**config.mk**
```make
export PLATFORM = sky130hd
export DESIGN_NAME = serial_sub_ctrl
export DESIGN_NICKNAME = d
export VERILOG_FILES = /design/src/rtl/serial_sub_pkg.sv /design/src/rtl/serial_sub_ctrl_full_sub.sv /design/src/rtl/serial_sub_ctrl.sv
export SDC_FILE = /design/constraint.sdc
export NUM_CORES = 1
export LEC_CHECK = 0
export ABC_AREA = 1
export BUFFER_PORTS_ARGS = -buffer_cell sky130_fd_sc_hd__buf_2
export CAP_MARGIN = 5
export CORE_ASPECT_RATIO = 1.1
export CORE_MARGIN = 2
export CORE_UTILIZATION = 50
export DETAILED_ROUTE_END_ITERATION = 16
export PLACE_DENSITY = 0.76
export SYNTH_ARGS = -nofsm -noshare
export SYNTH_HDL_FRONTEND = slang
export SYNTH_HIERARCHICAL = 1
export SYNTH_SLANG_ARGS = --single-unit
```
**constraint.sdc**
```tcl
create_clock -name clk -period 2.8 [get_ports clk]
set_input_delay 0.28 -clock clk [delete_from_list [all_inputs] [get_ports clk]]
set_output_delay 0.28 -clock clk [all_outputs]
set_load 0.02 [all_outputs]
```
**src/rtl/serial_sub_pkg.sv**
```systemverilog
// Shared definitions for the bit-serial subtractor: state encoding and widths.
package serial_sub_pkg;

    localparam int STATE_W = 2;

    typedef enum logic [STATE_W-1:0] {
        IDLE = 2'd0,
        RUN  = 2'd1,
        DONE = 2'd2
    } state_t;

endpackage

```
**src/rtl/serial_sub_ctrl_full_sub.sv**
```systemverilog
// One-bit subtractor slice: a full subtractor assembled from two half subtractors.
module half_sub (
    input  logic a,
    input  logic b,
    output logic d,
    output logic bout
);

    assign d    = a ^ b;
    assign bout = ~a & b;

endmodule

module full_sub (
    input  logic a,
    input  logic b,
    input  logic bin,
    output logic d,
    output logic bout
);

    logic d1;
    logic b1;
    logic b2;

    half_sub hs_ab (
        .a    (a),
        .b    (b),
        .d    (d1),
        .bout (b1)
    );

    // Second stage subtracts the incoming borrow from the partial difference.
    half_sub hs_bin (
        .a    (d1),
        .b    (bin),
        .d    (d),
        .bout (b2)
    );

    assign bout = b1 | b2;

endmodule

```
**src/rtl/serial_sub_ctrl.sv**
```systemverilog
// Bit-serial unsigned subtractor controller, LSB-first, one bit per clock.
// Define SERIAL_SUB_SAT_EN to clamp underflowing results to zero.
module serial_sub_ctrl
    import serial_sub_pkg::*;
#(
    parameter int WIDTH = 8
) (
    input  logic             clk,
    input  logic             rst_n,
    input  logic             start,
    input  logic [WIDTH-1:0] a,
    input  logic [WIDTH-1:0] b,
    output logic             busy,
    output logic             done,
    output logic [WIDTH-1:0] diff,
    output logic             borrow_out
);

    localparam int CW = $clog2(WIDTH + 1);
    localparam logic [CW-1:0] LAST = CW'(WIDTH - 1);

    state_t           state;
    state_t           state_next;
    logic [WIDTH-1:0] a_sr;
    logic [WIDTH-1:0] b_sr;
    logic [WIDTH-2:0] res_sr;
    logic             brw;
    logic [CW-1:0]    cnt;
    logic             d_bit;
    logic             bout_bit;
    logic [WIDTH-1:0] res_next;
    logic             last_bit;

    full_sub slice (
        .a    (a_sr[0]),
        .b    (b_sr[0]),
        .bin  (brw),
        .d    (d_bit),
        .bout (bout_bit)
    );

    // The newest bit enters at the MSB, so after WIDTH shifts bit 0 sits at the LSB.
    assign res_next = {d_bit, res_sr};
    assign last_bit = (cnt == LAST);

    always_ff @(posedge clk or negedge rst_n) begin
        if (!rst_n) begin
            state <= IDLE;
        end else begin
            state <= state_next;
        end
    end

    always_comb begin
        state_next = state;
        case (state)
            IDLE:    if (start) state_next = RUN;
            RUN:     if (last_bit) state_next = DONE;
            DONE:    state_next = IDLE;
            default: state_next = IDLE;
        endcase
    end

    always_ff @(posedge clk or negedge rst_n) begin
        if (!rst_n) begin
            a_sr       <= '0;
            b_sr       <= '0;
            res_sr     <= '0;
            brw        <= 1'b0;
            cnt        <= '0;
            diff       <= '0;
            borrow_out <= 1'b0;
        end else begin
            case (state)
                IDLE: begin
                    if (start) begin
                        a_sr <= a;
                        b_sr <= b;
                        brw  <= 1'b0;
                        cnt  <= '0;
                    end
                end
                RUN: begin
                    a_sr   <= a_sr >> 1;
                    b_sr   <= b_sr >> 1;
                    res_sr <= res_next[WIDTH-1:1];
                    brw    <= bout_bit;
                    cnt    <= cnt + CW'(1);
                    if (last_bit) begin
`ifdef SERIAL_SUB_SAT_EN
                        diff <= bout_bit ? '0 : res_next;
`else
                        diff <= res_next;
`endif
                        borrow_out <= bout_bit;
                    end
                end
                default: ;
            endcase
        end
    end

    assign busy = (state == RUN);
    assign done = (state == DONE);

endmodule

```
==> report_table.html <==
<table>
<tr><th>Metric</th><th>Value</th></tr>
<tr><th colspan="2">Place</th></tr>
<tr><td>Post-DP HPWL</td><td>around 2.3 mm</td></tr>
<tr><td>Global placer's final weighted congestion</td><td>0.756</td></tr>
<tr><td>Buffers on Ports</td><td>29</td></tr>
<tr><td>Placed cell areas</td><td>roughly 2000 µm²</td></tr>
<tr><td>Total placed cells including tap cells</td><td>296</td></tr>
<tr><td>Pre-CTS setup slack</td><td>1.21 ns</td></tr>
<tr><th colspan="2">Timing</th></tr>
<tr><td>Final worst-path cycle share</td><td>69.7%</td></tr>
<tr><td>Unrepaired setup endpoints after global routing</td><td>false</td></tr>
<tr><td>Number of hold-slack violations in the final timing report</td><td>0</td></tr>
<tr><td>Final Critical Period</td><td>1.95 ns</td></tr>
<tr><td>Clock skew</td><td>0.0101 ns</td></tr>
<tr><td>Slew Limit Headroom</td><td>45.5%</td></tr>
<tr><td>PnR worst setup slack</td><td>0.847 ns</td></tr>
<tr><td>Final-report setup violation count</td><td>0</td></tr>
<tr><td>Final-report max-slew violation count</td><td>0</td></tr>
<tr><td>Final sum of negative setup slack</td><td>0 ns</td></tr>
<tr><td>Maximum operating frequency</td><td>around 500 MHz</td></tr>
<tr><td>Actual transition at the worst max-transition pin</td><td>0.818 ns</td></tr>
<tr><th colspan="2">Synthesis</th></tr>
<tr><td>Seq cells post-synth</td><td>39</td></tr>
<tr><td>Post-synth top area share</td><td>53.9%</td></tr>
<tr><td>Cell accounting for the most synthesized area</td><td>dfrtp_1</td></tr>
<tr><td>Compound-cell area share of the yosys netlist</td><td>3.38%</td></tr>
<tr><td>Share of synthesized area spent on multiplexers</td><td>0%</td></tr>
<tr><td>Top cells by area in the synthesized netlist</td><td>dfrtp_1 54%, nand2_1 26%, nand3_1 5.2%, o21ai_0 2.2%, ha_1 2.1%</td></tr>
<tr><td>Area of the mapped netlist</td><td>1810 µm²</td></tr>
<tr><td>Number of distinct standard cells referenced by the synthesized netlist</td><td>17</td></tr>
<tr><td>Simple logic cell fraction of the synthesized area</td><td>33.9%</td></tr>
<tr><td>Fraction of the yosys area taken by sequential cells</td><td>53.9%</td></tr>
<tr><td>Post-synthesis share of cell area spent on xor and xnor gates</td><td>0%</td></tr>
<tr><td>Synth Area in Adders</td><td>2.07%</td></tr>
<tr><td>Avg Inst Size Synth</td><td>8.02 µm²</td></tr>
<tr><td>Post-Syn Nets</td><td>248</td></tr>
<tr><td>Combinational family with the most area after synthesis</td><td>simple AND/OR/NAND/NOR gates</td></tr>
<tr><td>Yosys warnings</td><td>6</td></tr>
<tr><td>Post-Syn Instances</td><td>226</td></tr>
<tr><th colspan="2">Clocking</th></tr>
<tr><td># Post-CTS Setup Buffers</td><td>0</td></tr>
<tr><td>Clock Pin Slew Worst Setup and Hold Paths</td><td>0.11 ns</td></tr>
<tr><td>Skew-Pair Late Insertion Delay</td><td>0.34 ns</td></tr>
<tr><td>Maximum buffer depth of the clock tree</td><td>2</td></tr>
<tr><td>Clk root buf</td><td>clkbuf_4</td></tr>
<tr><td>Clock tree from TritonCTS</td><td>yes</td></tr>
<tr><td>H-tree depth reported by CTS</td><td>2</td></tr>
<tr><td>Clk sink count</td><td>39</td></tr>
<tr><td>Hold buffers post-CTS</td><td>0</td></tr>
<tr><td>Post-cts repair resize count</td><td>0</td></tr>
<tr><td>TritonCTS Buffers</td><td>5</td></tr>
<tr><th colspan="2">Critical path</th></tr>
<tr><td>Total buffers and inverters traversed by the critical path</td><td>3</td></tr>
<tr><td>Crit Reg-Reg Startpoint</td><td>state[1]</td></tr>
<tr><td>Type of destination of the critical path</td><td>output pin</td></tr>
<tr><td>Crit-path max cell delay</td><td>0.40 ns</td></tr>
<tr><td>Worst reg-to-reg setup slack</td><td>1.24 ns</td></tr>
<tr><td>Register-to-Register Path Depth</td><td>6</td></tr>
<tr><td>Required time of the critical path</td><td>2.52 ns</td></tr>
<tr><td>Crit-path slowest cell</td><td>dfrtp_1</td></tr>
<tr><td>Startpoint types</td><td>flop</td></tr>
<tr><td>Capture instance of the worst register-to-register path</td><td>diff[0]</td></tr>
<tr><td>List of cells traversed by the critical path</td><td>inv_2, nand2_4, inv_2, buf_2</td></tr>
<tr><td>Arrival time at the worst endpoint</td><td>1.67 ns</td></tr>
<tr><td>Dominant delay contributor by cell family on the critical path</td><td>buffers and inverters</td></tr>
<tr><td>Critical path's most frequent cell</td><td>inv_2</td></tr>
<tr><td>Largest driver fanout on the critical path</td><td>25</td></tr>
<tr><td>Path type of the worst setup path</td><td>reg -&gt; out</td></tr>
<tr><th colspan="2">Pwr</th></tr>
<tr><td>Maximum VDD drop</td><td>0.571 mV</td></tr>
<tr><td>Sw Ratio</td><td>43.3%</td></tr>
<tr><td>Power, Total</td><td>2.20 mW</td></tr>
<tr><td>Combinational group share of total power</td><td>43.1%</td></tr>
<tr><td>Internal power contribution</td><td>1.24 mW</td></tr>
<tr><td>Proportion of power drawn by the clock network</td><td>12.5%</td></tr>
<tr><td>Pwr Density</td><td>approximately 1100 nW/µm²</td></tr>
<tr><td>Power spent charging and discharging nets</td><td>0.952 mW</td></tr>
<tr><td>Reg power frac</td><td>roughly 44%</td></tr>
<tr><td>Static leakage</td><td>1.14 nW</td></tr>
<tr><th colspan="2">Finish</th></tr>
<tr><td>Diode count</td><td>0</td></tr>
<tr><td>Area of all sequential standard cells</td><td>976 µm²</td></tr>
<tr><td>Summed area of non-filler cells in the final layout</td><td>approximately 2000 µm²</td></tr>
<tr><td>Number of cells in the finished layout apart from fillers</td><td>304</td></tr>
<tr><td>Synth-to-Final Area Change</td><td>10.8%</td></tr>
<tr><td>Post-layout nets</td><td>277</td></tr>
<tr><td>Fill cell count</td><td>350</td></tr>
<tr><td>Multi-input gate area in the final layout</td><td>713 µm²</td></tr>
<tr><td>Fraction of layout instances using a drive strength above 1</td><td>17.2%</td></tr>
<tr><th colspan="2">Detailed routing</th></tr>
<tr><td>Remaining DRCs</td><td>0</td></tr>
<tr><td>Post-detailed-route count of antenna-violating nets</td><td>0</td></tr>
<tr><td>Total routed wirelength</td><td>approximately 3.4 mm</td></tr>
<tr><td>Via-per-instance ratio</td><td>4.78</td></tr>
<tr><td>Number of vias after detailed routing</td><td>1454</td></tr>
<tr><td>Wire per inst</td><td>11.0 µm</td></tr>
<tr><td>First-iteration detailed-routing DRC count</td><td>106</td></tr>
<tr><td>Detailed Routing Iterations Pass 1</td><td>4</td></tr>
<tr><th colspan="2">Global route</th></tr>
<tr><td>Initial antenna violation count</td><td>0</td></tr>
<tr><td>Wire length of the first global-routing pass</td><td>5.89 mm</td></tr>
<tr><td>Largest net degree at the start of global routing</td><td>40</td></tr>
<tr><td>Gr ovfl total</td><td>0</td></tr>
<tr><td>Number of global-route vias before repair</td><td>1340</td></tr>
<tr><td>Global Route Usage Sum</td><td>19.4%</td></tr>
<tr><th colspan="2">Floorplanning</th></tr>
<tr><td>Die Y</td><td>67.1 µm</td></tr>
<tr><td>Std cell rows</td><td>22</td></tr>
<tr><td>Effective utilization at floorplan</td><td>53.1%</td></tr>
<tr><td>Area of the core</td><td>around 3400 µm²</td></tr>
<tr><td>Overall die area</td><td>4120 µm²</td></tr>
<tr><td>Die Span X</td><td>61.4 µm</td></tr>
<tr><td>Number of top-level design ports</td><td>30</td></tr>
<tr><th colspan="2">Run</th></tr>
<tr><td>Max-Cap Viols</td><td>0</td></tr>
<tr><th colspan="2">Status</th></tr>
<tr><td>Status</td><td>complete, no violations</td></tr>
<tr><th colspan="2">Worst hold path</th></tr>
<tr><td>Worst min-delay path class</td><td>in -&gt; async</td></tr>
</table>
[cells in the final DEF (no fill, tap or decap), drive strengths merged]
master / instances
nand3: 19
nor2: 5
buf: 31
nand2: 127
o21ai: 10
nand4: 1
ha: 3
clkinv: 1
clkbuf: 7
dfrtp: 39
inv: 13
[metrics by stage]
step,util [%],hold WS [ns]
final,58.8,0.0176
after global routing,58.8,0.0818
after CTS,58.8,0.0522
after global placement,57.4,0.438
after floorplan,-,-0.0156
after detailed placement,57.4,0.440
[synthesized netlist by cell type, drive strengths merged]
cell	number
ha	3
dfrtp	39
nand4	1
nor2	5
inv	13
o21ai	10
nand3	19
buf	9
nand2	127
[layout make-up]
class | count | share of cell area (%)
multi-input cells | 165 | 35.5
clock inverters | 1 | 0.249
clock buffers | 7 | 2.24
well taps | 48 | 2.99
flip-flops and latches | 39 | 48.6
repair buffers | 31 | 7.98
inverters | 13 | 2.43
[worst register-to-register path, delay by kind of cell (launching register included)]
family        cells  cell delay, ns
simple gates      4            0.57
buf+inv           2            0.50
flops             1            0.40
[per-layer routing]
| metal | vias to the layer above | wire [µm] | global-route usage, % |
|---|---|---|---|
| li1 | 756 | - | - |
| met1 | 661 | 1570 | 24.0 |
| met2 | 31 | 1590 | 33.2 |
| met3 | 6 | 156 | 5.17 |
| met4 | 0 | 45 | 5.59 |
| met5 | - | 0 | 0 |
[power by group through the flow]
stage,clock [mW],sequential (mW),combinational [mW]
6_report,0.275,0.975,0.946
2_1_floorplan,0,1.03,0.710
3_5_place_dp,0,0.982,0.968
5_1_grt,0.312,1.01,1.11
3_3_place_gp,0,0.980,0.931
4_1_cts,0.285,0.976,0.966
[state kept, by name (all words and copies together) (netlist names)]
signal / flops
cnt: 4
brw: 1
a_sr: 8
borrow_out: 1
state: 2
b_sr: 8
diff: 8
res_sr: 7
[cells by family after synthesis]
kind of cell             Yosys count
flip-flops                        39
adder cells (fa/ha/maj)            3
AO/OA/AOI/OAI                     10
AND/OR/NAND/NOR                  152
buffers and inverters             22
[how the worst max path moves through the flow]
stage | startpoint | to | slack [ns] | cells after the start
6_report | state[1] | busy | 0.85 | 4
2_1_floorplan | state[0] | done | 1.56 | 3
4_1_cts | state[1] | busy | 0.82 | 4
3_3_place_gp | state[1] | busy | 1.24 | 4
3_5_place_dp | state[1] | busy | 1.21 | 4
5_1_grt | state[1] | busy | 0.71 | 4
(Power assumes the default switching activity.)
